===== src/rtl/cnn_pkg.sv =====
`default_nettype none
// ============================================================================
// Package     : cnn_pkg
// Description : Shared definitions for the CNN pooling stage: default plane
//               geometry, pooled-plane dimensions, counter width helper and
//               the binary32 max function (sign/magnitude compare, no FPU).
// Revision    : 1.0 - initial release
// ============================================================================
package cnn_pkg;

  localparam int FP_WIDTH         = 32;
  localparam int DEF_IMAGE_WIDTH  = 16;
  localparam int DEF_IMAGE_HEIGHT = 16;
  localparam int POOL_W           = DEF_IMAGE_WIDTH / 2;
  localparam int POOL_H           = DEF_IMAGE_HEIGHT / 2;

  // Counter width for a modulo-n counter; never narrower than one bit.
  function automatic int cnt_w(input int n);
    return (n <= 1) ? 1 : $clog2(n);
  endfunction

  // Bitwise binary32 max. Differing signs: the non-negative operand wins, so
  // fmax(+0,-0) = +0. Equal signs: compare magnitudes, reversed for negatives.
  // Ties return a. NaNs are ordered purely by their bit patterns.
  function automatic logic [FP_WIDTH-1:0] fp32_max(input logic [FP_WIDTH-1:0] a,
                                                   input logic [FP_WIDTH-1:0] b);
    logic [FP_WIDTH-1:0] res;
    res = a;
    if (a[31] != b[31]) begin
      res = a[31] ? b : a;
    end else if (!a[31]) begin
      res = (b[30:0] > a[30:0]) ? b : a;
    end else begin
      res = (b[30:0] < a[30:0]) ? b : a;
    end
    return res;
  endfunction

endpackage
`default_nettype wire


===== src/rtl/cnn_fp32_max.sv =====
`default_nettype none
// ============================================================================
// Module      : cnn_fp32_max
// Description : Combinational two-input binary32 maximum.
// Ports       : i_a, i_b  - operands (binary32)
//               o_max     - larger operand; i_a on a tie
// Revision    : 1.0 - initial release
// ============================================================================
import cnn_pkg::*;

module cnn_fp32_max (
  input  logic [31:0] i_a,
  input  logic [31:0] i_b,
  output logic [31:0] o_max
);

  assign o_max = fp32_max(i_a, i_b);

endmodule
`default_nettype wire


===== src/rtl/cnn_maxpool_2x2_multi_channel.sv =====
`default_nettype none
// ============================================================================
// Module      : cnn_maxpool_2x2_multi_channel
// Description : 2x2 / stride-2 max pooling over a channel-sequential binary32
//               pixel stream (channel-major, row-major within each plane).
// Ports       : clk        - clock, rising edge
//               reset      - synchronous, active-low reset
//               valid_in   - pxl_in valid this cycle (no back-pressure)
//               pxl_in     - input pixel
//               pxl_out    - pooled pixel, registered, holds between outputs
//               valid_out  - one-cycle pulse per pooled pixel
//               done_out   - pulses with the last pooled pixel of a frame
// Revision    : 1.0 - initial release
// ============================================================================
import cnn_pkg::*;

module cnn_maxpool_2x2_multi_channel #(
  parameter int DATA_WIDTH   = 32,
  parameter int IMAGE_WIDTH  = 16,
  parameter int IMAGE_HEIGHT = 16,
  parameter int CHANNEL_NUM  = 4
) (
  input  logic                  clk,
  input  logic                  reset,
  input  logic                  valid_in,
  input  logic [DATA_WIDTH-1:0] pxl_in,
  output logic [DATA_WIDTH-1:0] pxl_out,
  output logic                  valid_out,
  output logic                  done_out
);

  localparam int c_pool_w = IMAGE_WIDTH / 2;
  localparam int c_col_w  = cnt_w(IMAGE_WIDTH);
  localparam int c_row_w  = cnt_w(IMAGE_HEIGHT);
  localparam int c_ch_w   = cnt_w(CHANNEL_NUM);
  localparam int c_slot_w = cnt_w(c_pool_w);

  if (DATA_WIDTH != 32) begin : g_bad_width
    $error("cnn_maxpool_2x2_multi_channel: DATA_WIDTH must be 32");
  end

  logic [c_col_w-1:0]    r_col;
  logic [c_row_w-1:0]    r_row;
  logic [c_ch_w-1:0]     r_ch;
  logic [31:0]           r_h_max;
  logic [31:0]           r_linebuf [c_pool_w];
  logic [31:0]           r_pxl_out;
  logic                  r_valid_out;
  logic                  r_done_out;

  logic                  w_col_last;
  logic                  w_row_last;
  logic                  w_ch_last;
  logic [c_slot_w-1:0]   w_slot;
  logic [31:0]           w_h_max;
  logic [31:0]           w_v_max;
  logic                  w_emit;
  logic                  w_lb_wr;

  assign w_col_last = (r_col == c_col_w'(IMAGE_WIDTH - 1));
  assign w_row_last = (r_row == c_row_w'(IMAGE_HEIGHT - 1));
  assign w_ch_last  = (r_ch  == c_ch_w'(CHANNEL_NUM - 1));
  assign w_slot     = c_slot_w'(r_col >> 1);

  // Window closes on an odd row / odd column pixel; the top half of the
  // window is parked in the line buffer on the preceding even row.
  assign w_emit  = valid_in && r_row[0] && r_col[0];
  assign w_lb_wr = valid_in && !r_row[0] && r_col[0];

  cnn_fp32_max u_h_max (
    .i_a   (r_h_max),
    .i_b   (pxl_in),
    .o_max (w_h_max)
  );

  cnn_fp32_max u_v_max (
    .i_a   (r_linebuf[w_slot]),
    .i_b   (w_h_max),
    .o_max (w_v_max)
  );

  always_ff @(posedge clk) begin
    if (!reset) begin
      r_col <= '0;
      r_row <= '0;
      r_ch  <= '0;
    end else if (valid_in) begin
      if (w_col_last) begin
        r_col <= '0;
        if (w_row_last) begin
          r_row <= '0;
          r_ch  <= w_ch_last ? '0 : r_ch + 1'b1;
        end else begin
          r_row <= r_row + 1'b1;
        end
      end else begin
        r_col <= r_col + 1'b1;
      end
    end
  end

  always_ff @(posedge clk) begin
    if (!reset) begin
      r_h_max     <= '0;
      r_pxl_out   <= '0;
      r_valid_out <= 1'b0;
      r_done_out  <= 1'b0;
    end else begin
      if (valid_in && !r_col[0]) begin
        r_h_max <= pxl_in;
      end
      if (w_emit) begin
        r_pxl_out <= w_v_max;
      end
      r_valid_out <= w_emit;
      r_done_out  <= w_emit && w_col_last && w_row_last && w_ch_last;
    end
  end

  // Line buffer needs no reset: every slot is written on an even row before
  // the odd row that reads it.
  always_ff @(posedge clk) begin
    if (reset && w_lb_wr) begin
      r_linebuf[w_slot] <= w_h_max;
    end
  end

  assign pxl_out   = r_pxl_out;
  assign valid_out = r_valid_out;
  assign done_out  = r_done_out;

endmodule
`default_nettype wire

===== config.mk =====
export PLATFORM = sky130hd
export DESIGN_NAME = cnn_maxpool_2x2_multi_channel
export DESIGN_NICKNAME = d
export VERILOG_FILES = /design/src/rtl/cnn_pkg.sv /design/src/rtl/cnn_fp32_max.sv /design/src/rtl/cnn_maxpool_2x2_multi_channel.sv
export SDC_FILE = /design/constraint.sdc
export NUM_CORES = 1
export LEC_CHECK = 0
export ABC_AREA = 0
export CAP_MARGIN = 10
export CORE_MARGIN = 4
export CORE_UTILIZATION = 40
export CTS_CLUSTER_DIAMETER = 80
export DETAILED_ROUTE_END_ITERATION = 8
export SLEW_MARGIN = 25
export SYNTH_ARGS = -nofsm -noshare
export SYNTH_HDL_FRONTEND = slang
export SYNTH_SLANG_ARGS = --single-unit

===== constraint.sdc =====
create_clock -name clk -period 7.2 [get_ports clk]
set_input_delay 0.72 -clock clk [delete_from_list [all_inputs] [get_ports clk]]
set_output_delay 0.72 -clock clk [all_outputs]
set_load 0.02 [all_outputs]

==> results of run 1 <==
[logic make-up (layout without fill, tap and decap cells)]
group | count (synthesis) | count (layout) | synth area share (%)
AOI/OAI and AO/OA | 168 | 168 | 8.77
xor gates and xnor gates | 2 | 2 | 0.115
adders and majority gates | 67 | 67 | 5.49
buffers and inverters | 111 | 208 | 3.02
DFF | 335 | 335 | 60.8
muxes | 149 | 149 | 15.5
and+or+nand+nor | 216 | 216 | 6.38
[Yosys cell counts, types with 6 or more instances]
master / number
mux2_2: 37
nor2_1: 54
o41ai_2: 18
nand4_1: 14
nand2_1: 87
mux4_2: 64
dfxtp_1: 79
inv_1: 52
a32oi_1: 9
o21ai_0: 12
nand3_1: 33
ha_1: 67
a2111o_1: 10
a21oi_1: 64
a31o_1: 18
o221ai_1: 9
mux2i_1: 42
clkbuf_1: 40
nor3_1: 6
buf_2: 8
edfxtp_1: 256
[registers in the layout (all words and copies together), names as in the netlist, named ones only]
| register | count |
|---|---|
| r_linebuf | 256 |
| r_row | 4 |
| r_ch | 2 |
| pxl_out | 32 |
| r_col | 4 |
| r_h_max | 32 |
| done_out | 1 |
| valid_out | 1 |
[stage by stage]
step	hold WS [ns]	cells	total power, mW	utilization [%]	setup slack, ns
2_1_floorplan	0.436	1048	2.48	-	1.82
3_3_place_gp	0.452	1593	2.62	44.0	0.732
3_5_place_dp	0.454	1593	2.63	44.1	0.613
4_1_cts	0.470	1656	4.43	47.1	1.14
5_1_grt	0.494	1656	4.56	47.1	0.838
6_report	0.469	1656	4.39	47.1	1.08
[power groups by stage]
stage               registers, mW  logic, mW  clock network [mW]
floorplan                    2.18      0.298                   0
detailed placement           2.20      0.428                   0
global placement             2.20      0.421                   0
CTS                          2.16      0.430                1.84
global route                 2.16      0.475                1.93
finish                       2.16      0.431                1.80
[per-layer routing]
metal  global-route usage, %  part of all wire [%]
met5                       0                     0
met4                    4.34                   1.9
met3                    2.67                   4.8
met2                    27.8                    46
met1                    26.7                    48
[worst max path at each step]
stage                           from                       end  slack [ns]  cells past startpoint
after floorplan           pxl_in[21]  pxl_out[18]$_SDFFE_PN0P_        1.82                     18
after global placement    pxl_in[28]   pxl_out[3]$_SDFFE_PN0P_        0.73                     20
after detailed placement  pxl_in[29]   pxl_out[9]$_SDFFE_PN0P_        0.61                     19
after CTS                 pxl_in[29]   pxl_out[0]$_SDFFE_PN0P_        1.14                     19
after global routing      pxl_in[28]   pxl_out[0]$_SDFFE_PN0P_        0.84                     20
final                     pxl_in[26]   pxl_out[9]$_SDFFE_PN0P_        1.08                     19
[worst min-delay path: stages, from the launching register on]
cell and delay [ns]:
dfxtp_1 0.32, nand2_1 0.05, a21oi_1 0.05
[final cells by class]
| class | instances | area [um2] |
|---|---|---|
| fill | 3353 | 19900 |
| multi-input combinational | 602 | 5610 |
| inverter | 53 | 199 |
| timing repair buffer | 92 | 873 |
| sequential | 335 | 9280 |
| clock inverter | 19 | 209 |
| tap | 511 | 639 |
| clock buffer | 44 | 931 |
==> impl_metrics.csv, run 1 <==
group,metric,value,unit
drt,ant_nets,0,
yosys,ys.flop_type,"edfxtp_1",
clocking,tritoncts,"done",
drt,wirelength,37000,um
hold_path,min_path_cells,2,
yosys,synthArstFlopShare,0,%
drt,drtIter0Drc,623,
power,internal_power,3.36,mW
status,status,"complete, no violations",
sta,setup_tns,0,ns
critical_path,crit_required,7.62,ns
drt,vias_per_cell,5.60,
sta,fmaxAchievable,163,MHz
sta,slew-limit-headroom,30.0,%
grt,grt_overflow,0,
sta,setup_viol,0,
hold_path,holdPathEnd,"r_h_max[24]$_SDFFE_PN0P_",
clocking,postCtsResizedCells,0,
power,sw_frac_of_total,23.4,%
critical_path,critPathMaxFanout,20,
clocking,clock_path_buffers,3,
clocking,cts_setup_buffers,0,
critical_path,path_cells,"clkdlybuf4s50_1 > ha_1 > nand4_1 > nor4_1 > o311ai_1 > a21oi_2 > nor2_4 > mux2i_4 > buf_4 > mux2_2 > ha_1 > a21oi_1 > nor2_1 > a211oi_1 > o211ai_1 > nor2_1 > mux2_2 > nand3b_2 > o221ai_1",
sta,hold_violations,0,
placement,dp_hpwl,23000,um
clocking,cts-htree-levels,2,
power,power_frac_seq,49.2,%
critical_path,critPathKind,"input port to flip-flop",
die,die_x,203,um
layout,fin_area,17700,um2
layout,drive_gt1_share,19.3,%
yosys,synth.net_count,1150,
sta,finalCritPeriodShare,85.0,%
sta,slew_viol_final,0,
critical_path,r2r_end,"pxl_out[9]$_SDFFE_PN0P_",
grt,antenna_found_initial,0,
critical_path,rr_worst_depth,19,
critical_path,r2r_setup_slack,1.35,ns
drt,drc,0,
yosys,synth_area,15300,um2
yosys,ys_ff_latch,335,
clocking,clk_pin_slew,0.06,ns
grt,grt_pass1_vias,9329,
die,die_area,41300,um2
power,leakage,6.05,nW
hold_path,hp-start,"r_h_max[24]$_SDFFE_PN0P_",
clocking,clk_latency,0.53,ns
layout,final_cell_mix,"edfxtp_1 (256), nand2_1 (87), dfxtp_1 (76)",
die,dieHeight,203,um
drt,wire_per_inst,22.4,um
yosys,synth_top_area_share,50.4,%
sta,tightestPinTransition,1.05,ns
critical_path,critical-path-max-stage-delay,0.51,ns
power,power_density,247,nW/um2
die,start_util,40.5,%
drt,vias,9268,
yosys,yosys_warnings,0,
critical_path,start_kind,"input port",
yosys,synthDistinctLibCells,58,
grt,grt_max_degree,75,
critical_path,cpMaxStageDelayCell,"mux2_2",
clocking,cts_root_buffer,"clkbuf_16",
clocking,cts.sinks,335,
hold_path,hp-class,"flip-flop to flip-flop",
yosys,yosysTopAreaCell,"edfxtp_1",
grt,grt_first_pass_wirelength,56800,um
critical_path,worstPathArrival,6.54,ns
yosys,ys_seq_area_share,60.8,%
power,vdd_ir_drop_max,170,uV
yosys,synthCells,1048,
yosys,synth.avg_cell_area,14.6,um2
power,p_comb_share,9.8,%
die,core_area,37700,um2
drt,dr.pass1.iters,4,
layout,antennaDiodeCount,0,
critical_path,crit_buf_inv,2,
layout,mostFrequentLayoutCell,"edfxtp_1",
power,clockPowerShare,41.0,%
job,maxCapViolCount,0,
sta,skew,0.0231,ns
die,pin_count,69,
layout,nets,1221,
clocking,cts_hold_buf,0,
sta,grt_setup_unrepaired,"false",
critical_path,crit_family,"compound AO/OA/AOI/OAI gates",
layout,area_delta_synth_final,16.2,%
yosys,synthTopCellsByArea,"edfxtp_1 (50%), dfxtp_1 (10%), mux4_2 (9.4%), ha_1 (5.5%), mux2i_1 (2.8%)",
grt,track_usage,17.9,%
yosys,synth_enable_flop_cells,256,
sta,period_minus_slack,6.12,ns
die,rows,71,
placement,place_congestion,0.815,
placement,portBuffers,68,
critical_path,rr_startpoint,"r_h_max[26]$_SDFFE_PN0P_",
clocking,cts_made_buffers,35,
critical_path,cp-end-kind,"flip-flop",
placement,placed_area,16600,um2
power,p_switching,1.03,mW
No activity file was read; power rests on OpenSTA's default activity.
==> run 2: changes to the inputs <==
==> constraint.sdc (replaced) <==
create_clock -name clk -period 6.3 [get_ports clk]
set_input_delay 0.63 -clock clk [delete_from_list [all_inputs] [get_ports clk]]
set_output_delay 0.63 -clock clk [all_outputs]
set_load 0.02 [all_outputs]
==> impl_metrics.csv, run 2 (same netlist as run 1, synthesis figures left out) <==
group,metric,value,unit
die,core_area,37700,um2
layout,antennaDiodeCount,0,
drt,drtIter0Drc,771,
sta,worst_hold_slack,0.460,ns
layout,drive_gt1_share,22.4,%
sta,timing.final.ws_setup,0.773,ns
drt,drc,0,
die,start_util,40.5,%
sta,skew,0.0177,ns
die,die_x,203,um
placement,dp_hpwl,23900,um
drt,dr.pass1.iters,5,
sta,slew_viol_final,0,
placement,placed_area,16900,um2
grt,grt_first_pass_wirelength,56400,um
sta,hold_violations,0,
critical_path,worstSetupStartpoint,"pxl_in[26]",
die,pin_count,69,
hold_path,holdPathEnd,"r_row[3]$_SDFFE_PN0P_",
clocking,clk_latency,0.53,ns
layout,area_delta_synth_final,18.8,%
clocking,cts_hold_buf,0,
grt,grt_overflow,0,
drt,wire_per_inst,21.8,um
critical_path,rr_worst_depth,20,
drt,drt-met1-wl,17400,um
placement,dp_slack,0.245,ns
critical_path,crit_required,6.65,ns
status,status,"complete, no violations",
layout,mostFrequentLayoutCell,"edfxtp_1",
drt,wirelength,37100,um
sta,period_minus_slack,5.53,ns
clocking,tritoncts,"done",
layout,final_cell_mix,"edfxtp_1 (256), nand2_1 (87), dfxtp_1 (76)",
hold_path,hp-class,"flip-flop to flip-flop",
drt,routed.top_layer,"met4",
sta,finalCritPeriodShare,87.7,%
job,maxCapViolCount,0,
grt,track_usage,17.8,%
critical_path,r2r_setup_slack,0.98,ns
layout,fillers,3331,
clocking,postCtsResizedCells,0,
critical_path,critPathMaxFanout,21,
critical_path,worstPathArrival,5.88,ns
grt,antenna_found_initial,0,
layout,final_core_util,48.1,%
grt,grt_pass1_vias,9186,
layout,top_register,"r_linebuf",
clocking,clock_path_buffers,3,
die,rows,71,
drt,met3_length,1970,um
power,leakage,6.28,nW
hold_path,min_path_cells,1,
layout,final_cells,1698,
drt,wl_met2,17000,um
power,power_density,281,nW/um2
sta,fmaxAchievable,181,MHz
clocking,cts_made_buffers,36,
critical_path,start_kind,"input port",
clocking,cts.sinks,335,
placement,dp_cells,1632,
layout,largest_reg_flops,256,
power,total_power,5.09,mW
grt,grt_max_degree,75,
die,die_area,41300,um2
clocking,cts_root_buffer,"clkbuf_16",
critical_path,critPathKind,"input port to flip-flop",
critical_path,rr_startpoint,"r_h_max[21]$_SDFFE_PN0P_",
hold_path,hp-start,"r_row[3]$_SDFFE_PN0P_",
clocking,clk_pin_slew,0.06,ns
sta,grt_setup_unrepaired,"false",
placement,place_congestion,0.828,
layout,fin_area,18100,um2
clocking,cts-htree-levels,2,
sta,slew-limit-headroom,32.7,%
sta,setup_tns,0,ns
drt,ant_nets,0,
layout,nets,1261,
critical_path,r2r_end,"pxl_out[9]$_SDFFE_PN0P_",
drt,vias,9290,
power,vdd_ir_drop_max,188,uV
placement,portBuffers,68,
sta,setup_viol,0,
critical_path,cp-end-kind,"flip-flop",
clocking,cts_setup_buffers,0,
sta,tightestPinTransition,1.01,ns
drt,vias_per_cell,5.47,
die,dieHeight,203,um
-- run 2: cell count changes in the layout (fill, tap and decap cells not counted), sizes merged --
cell / before / now
inv: 55 / 53
bufinv: 4 / 2
buf: 24 / 63
clkinvlp: 1 / 2
clkbuf: 44 / 50
-- run 2: where the power goes --
| part | internal, mW | switching [mW] |
|---|---|---|
| Clock | 1.24 | 0.851 |
| Sequential | 2.44 | 0.0216 |
| Combinational | 0.231 | 0.318 |
| Total | 3.90 | 1.19 |
-- run 2: cell type report --
type                       instances  area [um2]  share of cell area [%]
timing repair buffer             131        1220                    6.71
inverter                          53         199                    1.10
tap                              511         639                    3.53
clock buffer                      50        1040                    5.72
clock inverter                    16         141                   0.780
multi-input combinational        602        5610                    31.0
sequential                       335        9280                    51.2
-- run 2: critical path, cell delays in order --
cell             delay [ns]
clkdlybuf4s50_1        0.46
ha_1                   0.34
nand4_1                0.25
nor4_1                 0.33
buf_4                  0.15
o311ai_1               0.10
a21oi_2                0.29
nor2_4                 0.09
mux2i_4                0.23
buf_12                 0.21
mux2_2                 0.41
ha_1                   0.33
nand4_1                0.23
nor4_1                 0.49
buf_4                  0.19
o41a_1                 0.19
nor2_1                 0.08
mux2_2                 0.31
buf_4                  0.17
a32oi_1                0.22
o221ai_1               0.15
-- run 2: per-layer routing --
layer  up-vias  GRT usage, %
met5         -             0
met2       241          27.7
met3        37          3.34
met4         0          4.22
li1       4313             -
met1      4699          26.2
-- run 2: worst max path at each step --
stage                                     to  slack [ns]  depth (start not counted)
floorplan           pxl_out[18]$_SDFFE_PN0P_        1.01                         18
global placement     pxl_out[2]$_SDFFE_PN0P_        0.27                         20
detailed placement  pxl_out[11]$_SDFFE_PN0P_        0.24                         21
CTS                  pxl_out[9]$_SDFFE_PN0P_        0.75                         21
global route         pxl_out[0]$_SDFFE_PN0P_        0.44                         20
finish               pxl_out[9]$_SDFFE_PN0P_        0.77                         21
==> patch, RTL diff (settings of run 1) <==
The parameter `IMAGE_WIDTH` goes from 16 to 8.
--- a/src/rtl/cnn_maxpool_2x2_multi_channel.sv
+++ b/src/rtl/cnn_maxpool_2x2_multi_channel.sv
@@ -16,7 +16,7 @@
 
 module cnn_maxpool_2x2_multi_channel #(
   parameter int DATA_WIDTH   = 32,
-  parameter int IMAGE_WIDTH  = 16,
+  parameter int IMAGE_WIDTH  = 8,
   parameter int IMAGE_HEIGHT = 16,
   parameter int CHANNEL_NUM  = 4
 ) (
Formal check against the unedited RTL: same outputs for any inputs over 10 cycles, from zero or initial values and one cycle with reset low; that may be too few to reach the edited logic, so the function may still have changed.
==> patch against run 1 <==
- total power is 35% lower
- sequential cell count is 130 lower
- largest power group unchanged
- register-to-register slack better by 0.51 ns
- sequential power is 40% lower
- wire length is 34% lower
- via count is 28% lower
- area after synthesis is 33% lower
- final area is 32% lower
- setup slack better by 0.45 ns
- critical endpoint is now pxl_out[19]$_SDFFE_PN0P_
==> patch: results (changes against run 1) <==
final design utilization 0.479 (+0.00849); Netlist cell types 52 (-10%); worst-skew pair later-pin latency 0.50 ns (-0.03 ns); outcome finished, final reports clean; area share of buffers outside the clock network 0.0711 (+0.0219); placed cell area 0.0112 mm2 (-32%); DR WL/cell 19.6 um (-12%); Slew headroom 0.464 (+0.164); fraction of area in multi-input gates 0.356 (+0.0399); htree depth 1 (-1); met2 GRT Util 0.284 (+0.00645); Repair and plain buffers 90 (-2.2%); EDFF count, synth 128 (-50%); Period minus WS final 5.67 ns (-0.454 ns); Hold Slack 0.481 ns (+0.0118 ns); count of multi-input gates 499 (-17%); Synth Area in Adders 0.0838 (+0.0289); synthesized instance count 827 (-21%); NumNets Final 1001 (-18%); tapcell count 330 (-35%); DR iter-0 viols 332 (-47%); total CTS buffers 23 (-34%); XOR/XNOR share of the synthesized area 0.000863 (-0.000285); Leak 4.67 nW (-23%); Reg2Reg Setup Slack 1.86 ns (+0.51 ns); Clock Network Area Fraction 0.0649 (+0.000578); WL met3 1.31 mm (-26%); Total GRT Usage 0.175 (-0.00379); Seq/Total Area, Yosys 0.531 (-0.0768); Via Count 6649 (-28%); syn nets 930 (-19%); met2 wire length 11.2 mm (-34%); Sequential cell area 0.00539 mm2 (-42%); Crit-path slowest cell or3_4; M1 GR Usage 0.256 (-0.0111); gpl congestion 0.807 (-0.97%)
[patch: cell types whose count changed after synthesis, moves of 23 or more]
| cell | delta |
|---|---|
| edfxtp_1 | -128 |
| a21o_1 | +23 |
| a21oi_1 | -29 |
| mux4_2 | -32 |
| nor2_1 | -42 |
| a21boi_0 | +34 |
| inv_1 | +27 |
| mux2i_1 | -28 |
[patch: worst paths after layout]
kind                                 start                  endpoint  depth (start not counted)
setup / recovery                pxl_in[28]  pxl_out[19]$_SDFFE_PN0P_                         21
hold / removal    r_h_max[20]$_SDFFE_PN0P_  r_h_max[20]$_SDFFE_PN0P_                          2
setup reg to reg  r_h_max[29]$_SDFFE_PN0P_  pxl_out[19]$_SDFFE_PN0P_                         21
hold reg to reg   r_h_max[20]$_SDFFE_PN0P_  r_h_max[20]$_SDFFE_PN0P_                          2
[patch: report_power, final]
| part | switching [mW] | internal [mW] |
|---|---|---|
| clock | 0.444 | 0.761 |
| sequential | 0.0144 | 1.28 |
| combinational | 0.208 | 0.147 |
| total | 0.666 | 2.19 |
